<file path="src/rtl/mul_issue_ctrl.sv">
// Issue/sequencing controller for the EXE-stage 32x32 multiplier (MUL.W, MULH.W, MULH.WU).
// Drives operands, waits out the multiplier latency and holds the selected word on a valid/ready port.
module mul_issue_ctrl #(
    parameter int unsigned TAG_W   = 5,
    parameter int unsigned MUL_LAT = 1
) (
    input  logic             clk,
    input  logic             resetn,
    input  logic             flush,
    input  logic             req_valid,
    output logic             req_ready,
    input  logic [1:0]       req_op,
    input  logic [31:0]      req_src1,
    input  logic [31:0]      req_src2,
    input  logic [TAG_W-1:0] req_tag,
    output logic             mul_sign,
    output logic [31:0]      mul_x,
    output logic [31:0]      mul_y,
    input  logic [63:0]      mul_p,
    output logic             rsp_valid,
    input  logic             rsp_ready,
    output logic [31:0]      rsp_result,
    output logic [TAG_W-1:0] rsp_tag
);

    localparam int unsigned CNT_W  = 3;
    localparam int unsigned DATA_W = 32;

    localparam logic [1:0] OP_MULH_W  = 2'd1;
    localparam logic [1:0] OP_MULH_WU = 2'd2;

    typedef enum logic [1:0] {
        S_IDLE,
        S_CALC,
        S_DONE
    } state_t;

    state_t             state;
    logic [CNT_W-1:0]   lat_cnt;
    logic [1:0]         op_q;
    logic [DATA_W-1:0]  src1_q;
    logic [DATA_W-1:0]  src2_q;
    logic [TAG_W-1:0]   tag_q;

    logic               accept;
    logic [1:0]         op_drv;
    logic               hi_sel;
    logic [DATA_W-1:0]  sel_word;

    assign req_ready = ~flush & ((state == S_IDLE) | ((state == S_DONE) & rsp_ready));
    assign accept    = req_valid & req_ready;

    // Request feeds the multiplier directly in the accept cycle, latched copies afterwards.
    assign op_drv    = accept ? req_op   : op_q;
    assign mul_x     = accept ? req_src1 : src1_q;
    assign mul_y     = accept ? req_src2 : src2_q;
    assign mul_sign  = (op_drv == OP_MULH_W);

    assign hi_sel    = (op_q == OP_MULH_W) | (op_q == OP_MULH_WU);
    assign sel_word  = hi_sel ? mul_p[63:32] : mul_p[31:0];

    always_ff @(posedge clk) begin
        if (!resetn) begin
            state      <= S_IDLE;
            lat_cnt    <= '0;
            op_q       <= '0;
            src1_q     <= '0;
            src2_q     <= '0;
            tag_q      <= '0;
            rsp_valid  <= 1'b0;
            rsp_result <= '0;
            rsp_tag    <= '0;
        end else if (flush) begin
            state     <= S_IDLE;
            lat_cnt   <= '0;
            rsp_valid <= 1'b0;
        end else begin
            case (state)
                S_IDLE: begin
                    state <= S_IDLE;
                end
                S_CALC: begin
                    lat_cnt <= lat_cnt - CNT_W'(1);
                    if (lat_cnt == CNT_W'(1)) begin
                        rsp_result <= sel_word;
                        rsp_tag    <= tag_q;
                        rsp_valid  <= 1'b1;
                        state      <= S_DONE;
                    end
                end
                S_DONE: begin
                    if (rsp_ready) begin
                        rsp_valid <= 1'b0;
                        state     <= S_IDLE;
                    end
                end
                default: begin
                    rsp_valid <= 1'b0;
                    state     <= S_IDLE;
                end
            endcase

            // A new op overrides the idle/response transition above (covers back-to-back).
            if (accept) begin
                op_q    <= req_op;
                src1_q  <= req_src1;
                src2_q  <= req_src2;
                tag_q   <= req_tag;
                lat_cnt <= CNT_W'(MUL_LAT);
                state   <= S_CALC;
            end
        end
    end

endmodule
</file>
<file path="config.mk">
export PLATFORM = sky130hd
export DESIGN_NAME = mul_issue_ctrl
export DESIGN_NICKNAME = d
export VERILOG_FILES = /design/src/rtl/mul_issue_ctrl.sv
export SDC_FILE = /design/constraint.sdc
export NUM_CORES = 1
export LEC_CHECK = 0
export BUFFER_PORTS_ARGS = -buffer_cell sky130_fd_sc_hd__buf_2
export CAP_MARGIN = 10
export CORE_ASPECT_RATIO = 0.8
export CORE_MARGIN = 2
export CORE_UTILIZATION = 35
export DETAILED_ROUTE_END_ITERATION = 10
export HOLD_SLACK_MARGIN = 0.03
export PLACE_DENSITY_LB_ADDON = 0.1
export SLEW_MARGIN = 10
export SYNTH_ARGS = -nofsm -noshare
export SYNTH_HDL_FRONTEND = slang
export SYNTH_SLANG_ARGS = --single-unit
</file>
<file path="constraint.sdc">
create_clock -name clk -period 2.55 [get_ports clk]
set_clock_uncertainty 0.05 [all_clocks]
set_input_delay 0.765 -clock clk [delete_from_list [all_inputs] [get_ports clk]]
set_output_delay 0.765 -clock clk [all_outputs]
set_load 0.01 [all_outputs]
</file>
==> results.sh <==
export IMPL_fp_coreArea_mm2=0.01645
export IMPL_largest_net_degree_at_the_start_of_global_routing=48
export IMPL_detailedRoute_firstIterationViolations=257
export IMPL_layout_min_cycle_time_ps=2652
export IMPL_critPathMaxFanout=8
export IMPL_dpl_cell_area_mm2=0.007911
export IMPL_synth_top_area_cell="sky130_fd_sc_hd__dfxtp_1"
export IMPL_portBuffers=243
export IMPL_final_setup_viol_count=64
export IMPL_setup_worst_path_end_class="primary output"
export IMPL_finalHoldWorstSlack_ps=427.0
export IMPL_failed_checks="setup timing"
export IMPL_initial_antenna_violation_count=1
export IMPL_buffers_plus_inverters_on_the_worst_setup_path=3
export IMPL_design_die_area_mm2=0.01780
export IMPL_via_per_inst=5.220
export IMPL_post_place_ws_ps=-192.9
export IMPL_core_rows=42
export IMPL_netlist_top_cells_area="sky130_fd_sc_hd__dfxtp_1 (39%), sky130_fd_sc_hd__a21oi_1 (9.5%), sky130_fd_sc_hd__o31ai_2 (9.0%)"
export IMPL_hold_violations=0
export IMPL_post_place_cells=1097
export IMPL_final_core_util_pct=57.90
export IMPL_dpl_hpwl_um=12660
export IMPL_power_density_mw_per_mm2=563.1
export IMPL_yosys_area_top_type_share_pct=38.94
export IMPL_synth_lib_cells_used_distinct=36
export IMPL_run_status="finished, violations left"
export IMPL_yosys_register_bits=114
export IMPL_fin_crit_sh_pct=104.0
export IMPL_cts_tree="yes"
export IMPL_nets=1073
export IMPL_synthesis_area_per_instance_um2=9.545
export IMPL_fp_dieH_um=119.7
export IMPL_routed_wire_length_per_instance_um=16.91
export IMPL_initial_core_util_pct=35.63
export IMPL_layoutNonFillerInstCount=1165
export IMPL_clock_tree_buffer_depth=2
export IMPL_ant_nets=0
export IMPL_worstHoldPathType="flip-flop to flip-flop"
export IMPL_highest_count_cells_in_the_layout_ignoring_fill_and_taps="sky130_fd_sc_hd__buf_2 (219), sky130_fd_sc_hd__dfxtp_1 (113), sky130_fd_sc_hd__a21oi_1 (111)"
export IMPL_timing_max_cap_violations=0
export IMPL_synthCells=614
export IMPL_synth_warning_count=0
export IMPL_timing_setup_critical_path_class="input pin to primary output"
export IMPL_groute_usage_overall_pct=20.36
export IMPL_maxSlewViolCount=0
export IMPL_grt_first_pass_wirelength_um=29110
export IMPL_timing_critical_path_slowest_stage_cell="sky130_fd_sc_hd__or2_4"
export IMPL_peakVddDrop_v=0.0004433
export IMPL_fraction_of_final_layout_cells_sized_beyond_drive_strength_1_pct=52.75
export IMPL_layout_setup_ws_ps=-102.4
export IMPL_synth_sequential_area_ratio_pct=38.94
export IMPL_ordered_list_of_cells_on_the_worst_path="buf_8, or2_4, clkbuf_16, o31ai_4, nand2_2, buf_6"
export IMPL_worst_slew_pin_transition_ps=975.4
export IMPL_place_congestion=0.7590
export IMPL_setup_repair_after_global_routing_missed_its_margin="true"
export IMPL_max_stage_delay_ps=310
export IMPL_final_cell_area_mm2=0.009523
export IMPL_worst_slew_margin_rel_pct=34.97
export IMPL_p_total_mw=5.363
export IMPL_tns_ps=-3434
export IMPL_detail_route_wirelength_um=19700
export IMPL_post_synth_instance_area_mm2=0.005861
export IMPL_globalRoute_totalOverflow=0
export IMPL_clock_transition_at_the_registers_of_the_reported_paths_ps=60
export IMPL_static_leakage_power_nw=4.230
export IMPL_grt_pass1_vias=5853
export IMPL_worst_path_dominant_cell_family="buffers and inverters"
export IMPL_clock_latency_of_the_later_clocked_register_in_the_worst_skew_pair_ps=410
export IMPL_critPathRequiredTime_ps=1740
export IMPL_worst_path_arrival_ps=1840
export IMPL_syn_num_nets=756
export IMPL_post_route_drc_count=0
export IMPL_flow_area_growth_from_synthesis_pct=62.49
export IMPL_cts_sinks=114
export IMPL_fmaxAchievable_mhz=377.0
export IMPL_route_vias_total=6081
export IMPL_layout_cells_most_common="sky130_fd_sc_hd__buf_2"
export IMPL_first_pass_iters=5
export IMPL_cts_buffers_inserted=17
export IMPL_cts_root_buffer_cell="sky130_fd_sc_hd__clkbuf_16"
export IMPL_startpoint_class="input pin"
export IMPL_io_pins=244
export IMPL_floorplan_die_width_um=148.7
export IMPL_maximum_level_of_the_cts_h_tree=4
-- worst reg2reg max path, cell delays in order, from the launching register on --
cell and delay, ps:
sky130_fd_sc_hd__dfxtp_1 360, sky130_fd_sc_hd__xnor2_4 800, sky130_fd_sc_hd__buf_4 350, sky130_fd_sc_hd__mux2i_1 240, sky130_fd_sc_hd__a211oi_1 100
-- timing repair --
action / in CTS / in global routing
setup endpoints to repair: 65 / 65
hold buffers: 0 / 0
pin swaps: 4 / 76
hold endpoints to repair: 0 / 0
resized for setup: 38 / 40
setup buffers: 2 / 22
cloned: 0 / 11
-- sequential cells by signal, summed over array words and instances (netlist names) --
register and count:
rsp_result 32, rsp_valid 1, src1_q 32, src2_q 32, op_q 2, lat_cnt 3
tag_q 5, rsp_tag 5, state 2
-- where the power goes --
group	switching [mW]	total, mW	internal, mW
logic	0.484	0.963	0.479
clock network	0.873	2.52	1.64
registers	0.0430	1.88	1.84
total	1.40	5.36	3.96
-- synth_stat cells, drive strengths merged --
cell and count:
and3b 1, nand3b 1, or2 1, ha 2
or3b 1, a2111oi 1, mux2i 33, xor2 1
nand3 6, buf 54, o21a 1, dfxtp 114
xnor2 2, nand4 71, clkbuf 19, inv 6
a211oi 32, nor2 4, nand2b 3, nor3 3
o21bai 1, nand2 65, and4bb 1, a21oi 111
nand4bb 1, o31ai 71, nor2b 2, o21ai 6
-- routing by layer --
| layer | share of wire (%) | vias up | track usage (%) |
|---|---|---|---|
| met4 | 0.87 | 0 | 6.071 |
| met2 | 48 | 184 | 32.64 |
| met3 | 7.1 | 15 | 5.589 |
| met5 | 0 | - | 0 |
| met1 | 44 | 2896 | 26.84 |
| li1 | - | 2986 | - |
-- worst paths after layout --
kind / end / depth (start not counted) / from / slack (ps)
max: mul_x[13] / 6 / flush / -100
min: tag_q[1]$_SDFFE_PN0P_ / 2 / tag_q[1]$_SDFFE_PN0P_ / 430
max reg2reg: rsp_result[3]$_SDFFE_PN0P_ / 4 / op_q[0]$_SDFFE_PN0N_ / 510
min reg2reg: tag_q[1]$_SDFFE_PN0P_ / 2 / tag_q[1]$_SDFFE_PN0P_ / 430
-- cells by family (layout without fill, tap and decap cells) --
family                     count (synthesis)  in the layout  share of synthesized area, %
and+or+nand+nor                          160            161                         14.28
DFF                                      114            114                         38.94
xor gates and xnor gates                   3              3                        0.7687
buffers and inverters                     79            408                         8.070
adders and majority gates                  2              2                        0.4269
AOI/OAI and AO/OA                        223            223                         31.87
muxes                                     33             33                         5.636
other                                      0              1                             0
-- final cells by class --
type / instances / area, um^2
clock buffers: 21 / 480.5
flip-flops and latches: 114 / 2283
repair buffers: 370 / 2750
clock inverters: 11 / 151.4
diodes: 1 / 2.502
fillers: 1429 / 6925
well taps: 220 / 275.3
multi-input cells: 422 / 3553
inverters: 6 / 26.28
Power figures use the tool's default switching activity.
